$ cat src/rtl/gf2m_pkg.sv
// gf2m_pkg -- shared definitions for the GF(2^M) inverter.
//   GF_M_DEF / GF_POLY_DEF : default field degree and reduction polynomial
//   gf_state_e             : controller states
//   const_lat()            : accept-to-out_valid latency of the constant-time build
package gf2m_pkg;

  localparam int         GF_M_DEF    = 7;
  localparam logic [7:0] GF_POLY_DEF = 8'h83;  // x^7 + x + 1

  typedef enum logic [1:0] {
    IDLE = 2'd0,
    RUN  = 2'd1,
    DONE = 2'd2
  } gf_state_e;

  function automatic int const_lat(input int m);
    return 4 * m + 1;
  endfunction

endpackage

$ cat src/rtl/gf2m_div_x.sv
// gf2m_div_x -- combinational divide-by-x modulo POLY.
//   g : M-bit field element (bit 0 = constant term)
//   q : g / x mod POLY
// An odd g is first made divisible by x by adding POLY (constant term 1).
module gf2m_div_x
  import gf2m_pkg::*;
#(
  parameter int         M    = GF_M_DEF,
  parameter logic [M:0] POLY = (M+1)'(GF_POLY_DEF)
) (
  input  logic [M-1:0] g,
  output logic [M-1:0] q
);

  // (g ^ POLY) >> 1 folded: POLY[0] cancels g[0], so only POLY[M:1] matters.
  always_comb begin
    q = {1'b0, g[M-1:1]} ^ ({M{g[0]}} & POLY[M:1]);
  end

endmodule

$ cat src/rtl/gf2m_inverter.sv
// gf2m_inverter -- handshaked GF(2^M) inverter, binary extended Euclid,
// one algorithm step per clock.
//   clk, rst_n           : clock (rising edge), async active-low reset
//   flush                : synchronous abort back to IDLE (highest priority)
//   in_valid/in_ready    : operand handshake, in_ready high only in IDLE
//   in_a                 : operand, sampled only at accept
//   out_valid/out_ready  : result handshake, result held until taken
//   out_inv              : in_a^-1 mod POLY (0 for a zero operand)
//   out_zero_err         : operand was zero
//   busy                 : high while RUN
// Build option GF_INV_CONST_TIME_EN: every operand (zero included) takes
// exactly 4M+1 cycles from accept to out_valid; the datapath freezes once
// the result is found and a pad counter times the exit from RUN.
module gf2m_inverter
  import gf2m_pkg::*;
#(
  parameter int         M    = GF_M_DEF,
  parameter logic [M:0] POLY = (M+1)'(GF_POLY_DEF)
) (
  input  logic         clk,
  input  logic         rst_n,
  input  logic         flush,
  input  logic         in_valid,
  output logic         in_ready,
  input  logic [M-1:0] in_a,
  output logic         out_valid,
  input  logic         out_ready,
  output logic [M-1:0] out_inv,
  output logic         out_zero_err,
  output logic         busy
);

  localparam logic [M:0] ONE = (M+1)'(1);

  gf_state_e    state_q, state_d;
  logic [M:0]   u_q, u_d, v_q, v_d;
  logic [M-1:0] g1_q, g1_d, g2_q, g2_d;
  logic [M-1:0] inv_q, inv_d;
  logic         zero_q, zero_d;

  // one Euclid step, evaluated every cycle
  logic [M-1:0] g1_div, g2_div;
  logic [M:0]   su, sv;
  logic [M-1:0] sg1, sg2, hit_inv;
  logic         hit;

`ifdef GF_INV_CONST_TIME_EN
  localparam int            CW       = $clog2(4 * M + 2);
  // RUN is entered on the accept edge, so DONE must be entered on the
  // (4M)th edge after it; the counter reads 4M-1 at that edge.
  localparam logic [CW-1:0] PAD_LAST = CW'(const_lat(M) - 2);
  logic [CW-1:0] cnt_q, cnt_d;
  logic          found_q, found_d;
`endif

  gf2m_div_x #(.M(M), .POLY(POLY)) u_div_g1 (.g(g1_q), .q(g1_div));
  gf2m_div_x #(.M(M), .POLY(POLY)) u_div_g2 (.g(g2_q), .q(g2_div));

  // invariants: g1*a == u, g2*a == v (mod POLY)
  always_comb begin
    hit     = 1'b0;
    hit_inv = g1_q;
    su      = u_q;
    sv      = v_q;
    sg1     = g1_q;
    sg2     = g2_q;
    if (u_q == ONE) begin
      hit     = 1'b1;
      hit_inv = g1_q;
    end else if (v_q == ONE) begin
      hit     = 1'b1;
      hit_inv = g2_q;
    end else if (!u_q[0]) begin
      su  = u_q >> 1;
      sg1 = g1_div;
    end else if (!v_q[0]) begin
      sv  = v_q >> 1;
      sg2 = g2_div;
    end else if (u_q >= v_q) begin
      su  = u_q ^ v_q;
      sg1 = g1_q ^ g2_q;
    end else begin
      sv  = v_q ^ u_q;
      sg2 = g2_q ^ g1_q;
    end
  end

  always_comb begin
    state_d = state_q;
    u_d     = u_q;
    v_d     = v_q;
    g1_d    = g1_q;
    g2_d    = g2_q;
    inv_d   = inv_q;
    zero_d  = zero_q;
`ifdef GF_INV_CONST_TIME_EN
    cnt_d   = cnt_q;
    found_d = found_q;
`endif
    if (flush) begin
      state_d = IDLE;
      inv_d   = '0;
      zero_d  = 1'b0;
`ifdef GF_INV_CONST_TIME_EN
      cnt_d   = '0;
      found_d = 1'b0;
`endif
    end else begin
      case (state_q)
        IDLE: begin
          if (in_valid) begin
            u_d     = {1'b0, in_a};
            v_d     = POLY;
            g1_d    = '0;
            g1_d[0] = 1'b1;
            g2_d    = '0;
            zero_d  = 1'b0;
`ifdef GF_INV_CONST_TIME_EN
            cnt_d   = '0;
            found_d = 1'b0;
            state_d = RUN;
            if (in_a == '0) begin
              // result known up front; just pad out the latency
              inv_d   = '0;
              zero_d  = 1'b1;
              found_d = 1'b1;
            end
`else
            if (in_a == '0) begin
              inv_d   = '0;
              zero_d  = 1'b1;
              state_d = DONE;
            end else begin
              state_d = RUN;
            end
`endif
          end
        end
        RUN: begin
`ifdef GF_INV_CONST_TIME_EN
          cnt_d = cnt_q + CW'(1);
          if (cnt_q == PAD_LAST) state_d = DONE;
          if (!found_q) begin
            u_d  = su;
            v_d  = sv;
            g1_d = sg1;
            g2_d = sg2;
            if (hit) begin
              inv_d   = hit_inv;
              found_d = 1'b1;
            end
          end
`else
          u_d  = su;
          v_d  = sv;
          g1_d = sg1;
          g2_d = sg2;
          if (hit) begin
            inv_d   = hit_inv;
            state_d = DONE;
          end
`endif
        end
        DONE: begin
          if (out_ready) state_d = IDLE;
        end
        default: state_d = IDLE;
      endcase
    end
  end

  always_ff @(posedge clk or negedge rst_n) begin
    if (!rst_n) begin
      state_q <= IDLE;
      u_q     <= '0;
      v_q     <= '0;
      g1_q    <= '0;
      g2_q    <= '0;
      inv_q   <= '0;
      zero_q  <= 1'b0;
`ifdef GF_INV_CONST_TIME_EN
      cnt_q   <= '0;
      found_q <= 1'b0;
`endif
    end else begin
      state_q <= state_d;
      u_q     <= u_d;
      v_q     <= v_d;
      g1_q    <= g1_d;
      g2_q    <= g2_d;
      inv_q   <= inv_d;
      zero_q  <= zero_d;
`ifdef GF_INV_CONST_TIME_EN
      cnt_q   <= cnt_d;
      found_q <= found_d;
`endif
    end
  end

  assign in_ready     = (state_q == IDLE);
  assign out_valid    = (state_q == DONE);
  assign busy         = (state_q == RUN);
  assign out_inv      = inv_q;
  assign out_zero_err = zero_q;

endmodule
$ cat config.mk
export PLATFORM = sky130hd
export DESIGN_NAME = gf2m_inverter
export DESIGN_NICKNAME = d
export VERILOG_FILES = /design/src/rtl/gf2m_pkg.sv /design/src/rtl/gf2m_div_x.sv /design/src/rtl/gf2m_inverter.sv
export SDC_FILE = /design/constraint.sdc
export NUM_CORES = 1
export LEC_CHECK = 0
export ABC_AREA = 1
export BUFFER_PORTS_ARGS = -buffer_cell sky130_fd_sc_hd__buf_2
export CAP_MARGIN = 15
export CORE_ASPECT_RATIO = 1.25
export CORE_MARGIN = 2
export CORE_UTILIZATION = 35
export DETAILED_ROUTE_END_ITERATION = 7
export PLACE_DENSITY = 0.58
export SLEW_MARGIN = 20
export SYNTH_ARGS = -nofsm -noshare
export SYNTH_HDL_FRONTEND = slang
export SYNTH_SLANG_ARGS = --single-unit
$ cat constraint.sdc
create_clock -name clk -period 4.3 [get_ports clk]
set_input_delay 0.43 -clock clk [delete_from_list [all_inputs] [get_ports clk]]
set_output_delay 0.43 -clock clk [all_outputs]
set_load 0.1 [all_outputs]
==> results.yml <==
floorplanning:
  io_pins: 23
  die_h_um: 101
  die_x_um: 81.9
  dieArea_mm2: 0.00830
  rows: 35
  core_area_mm2: 0.00736
  initial_core_util_pct: 36.1
layout:
  final_layout_size_suffix_gt1_share_pct: 11.7
  syn_to_final_growth_pct: 9.81
  final_cell_mix: "120 x nand2_1, 40 x dfrtp_1, 35 x inv_1, 35 x nor2_1"
  final_common_cell: "nand2_1"
  diodes: 0
  nFillCells: 800
  layout.nets: 413
logic_synthesis:
  synthSimpleGateAreaFrac_pct: 34.6
  synth_cell_types: 31
  seq_area_frac_synth_pct: 37.7
  avgSynthCellArea_um2: 7.05
  synthMuxAreaShare_pct: 0
  ys_seq_elements: 40
  synth_top_family_by_area: "simple AND/OR/NAND/NOR gates"
  netlist_area_mm2: 0.00265
  ys_warn_count: 0
  syn-instance-count: 376
  synthXorXnorAreaFrac_pct: 2.97
  synth_nets: 396
  synth-compound-area-share_pct: 12.5
  synthAdderAreaFrac_pct: 3.77
placed_design:
  io_buffers: 22
  dp_slack_ns: 1.74
  dp.final_hpwl_um: 5070
  place_congestion: 0.902
job:
  cap_violations: 0
clock_network:
  cts_resized: 0
  cts.clk_slew.worst_paths_ns: 0.09
  htree_num_levels: 2
  cts_tree: "done"
  clockRootBuffer: "clkbuf_8"
  clock_path_buffers: 2
  cts_hold_repair.buffers: 0
  clock_sinks: 40
  cts_buffers: 5
  clock_latency_ns: 0.30
  post-cts-setup-buffer-count: 0
global_routing:
  gr-total-overflow: 0
  grt_pass1_wl_um: 11300
  grt_pass1_vias: 2449
  antenna_found_initial: 0
  grt_start_max_net_pins: 41
  track_usage_pct: 17.6
sta:
  tightestPinTransition_ns: 0.911
  setup_viol: 0
  fin_crit_ns: 2.55
  fin_skew_ns: 0.00323
  slew_headroom_pct: 39.3
  slew_violations: 0
  fin_tns_setup_ns: 0
  max_freq_mhz: 392
  worst_slack_ns: 1.75
  hold_viol_final: 0
  fin_crit_sh_pct: 59.4
  rsz0062_at_grt: "no"
worst_setup_path:
  start_kind: "register"
  endpoint_kind: "register"
  critPathKind: "register to register"
  crit_fanout: 15
  critPathRequiredTime_ns: 4.50
  worstPathArrival_ns: 2.75
routing:
  wl_per_cell_um: 13.6
  vias_per_cell: 4.97
  drc_errors: 0
  drtAntennaViolNets: 0
  firstDrtPassIters: 4
  routed_wl_um: 6590
  vias: 2414
  dr.first_iter.drc_count: 120
power:
  ir_drop_mv: 0.313
  power_density_mw_per_mm2: 721
  leakage_uw: 0.00146
worst_hold_path:
  hold_path_class: "input pin to async pin"
outcome:
  outcome: "completed"
per-stage QoR:
| stage | power, µW | util (%) | area (µm²) | hold slack (ns) | std cells |
|---|---|---|---|---|---|
| after detailed placement | 1780 | 38.0 | 2800 | 0.460 | 478 |
| after global placement | 1770 | 38.0 | 2800 | 0.458 | 478 |
| after CTS | 2120 | 39.6 | 2910 | 0.293 | 486 |
| after global routing | 2300 | 39.6 | 2910 | 0.337 | 486 |
| after floorplan | 1560 | - | 2650 | 0.134 | 376 |
| final | 2100 | 39.6 | 2910 | 0.252 | 486 |
per-layer routing:
layer,vias up,GRT usage (%),share of wire (%)
li1,1247,-,-
met1,1119,22.4,46
met2,42,30.3,49
met5,-,0,0
met3,6,2.23,2.7
met4,0,6.41,1.3
synthesized netlist by cell type:
library cell | n | share of area [%]
a21o_1 | 1 | 0.28
a21oi_1 | 15 | 2.8
a21oi_4 | 1 | 0.61
a22o_1 | 1 | 0.33
a22oi_1 | 7 | 2.0
and2_1 | 1 | 0.24
buf_2 | 4 | 0.75
buf_4 | 2 | 0.57
buf_6 | 3 | 1.3
clkbuf_1 | 3 | 0.42
dfrtp_1 | 40 | 38
ha_1 | 8 | 3.8
inv_1 | 35 | 5.0
inv_2 | 3 | 0.42
nand2_1 | 120 | 17
nand2_2 | 3 | 0.71
nand3_1 | 26 | 4.9
nand3b_1 | 6 | 1.7
nand4_1 | 3 | 0.71
nor2_1 | 35 | 5.0
nor2_2 | 5 | 1.2
nor2_4 | 1 | 0.42
nor2_8 | 1 | 0.75
nor3_1 | 6 | 1.1
nor4_1 | 2 | 0.47
o21ai_0 | 26 | 4.9
o21ai_1 | 2 | 0.38
o22ai_1 | 5 | 1.2
or2_2 | 2 | 0.47
xnor2_1 | 8 | 2.6
xor2_1 | 1 | 0.33
cell families after synthesis:
family | Yosys count
AO/OA/AOI/OAI | 58
XOR/XNOR | 9
adder cells (fa/ha/maj) | 8
buffers and inverters | 50
flip-flops | 40
AND/OR/NAND/NOR | 211
power breakdown:
part           internal, µW  leakage (µW)  total [µW]  switching (µW)
registers               473      0.000533         593             120
logic                   325      0.000875        1180             854
clock network           175     0.0000548         328             153
total                   973       0.00146        2100            1130
state kept, by name, summed over array words and instances, names as in the netlist:
signal	count
g1_q	7
u_q	8
out_zero_err	1
v_q	8
g2_q	7
out_inv	7
state_q	2
critical path, stage by stage, from the launching register on:
cell and delay (ns):
dfrtp_1 0.44, ha_1 0.35, nand2_1 0.09, nor3_1 0.22
nand2_1 0.10, nand3_1 0.30, nand2_1 0.26, nand2_2 0.29
nand2_2 0.24, nand2_1 0.11, nand2_1 0.06
area by class of cell:
| type | count | area, µm² | share of cell area, % |
|---|---|---|---|
| timing repair buffer | 22 | 110 | 3.78 |
| clock buffer | 5 | 68.8 | 2.36 |
| inverter | 38 | 143 | 4.90 |
| multi-input combinational | 286 | 1430 | 49.1 |
| sequential | 40 | 1000 | 34.4 |
| tap | 92 | 115 | 3.95 |
| clock inverter | 3 | 46.3 | 1.59 |
path summary, 6_finish.rpt:
kind,endpoint,slack (ns),cells after the start,startpoint
max in group asynchronous,u_q[1]$_DFFE_PN0P_,3.48,1,rst_n
max reg2reg,u_q[7]$_DFFE_PN0P_,1.75,10,u_q[6]$_DFFE_PN0P_
max,u_q[7]$_DFFE_PN0P_,1.75,10,u_q[6]$_DFFE_PN0P_
min reg2reg,out_inv[6]$_DFFE_PN0P_,0.48,2,out_inv[6]$_DFFE_PN0P_
min in group clk,out_zero_err$_DFFE_PN0P_,0.39,2,flush
min,v_q[7]$_DFFE_PN0P_,0.25,1,rst_n
Note: power is estimated with default switching activity, not from simulation.
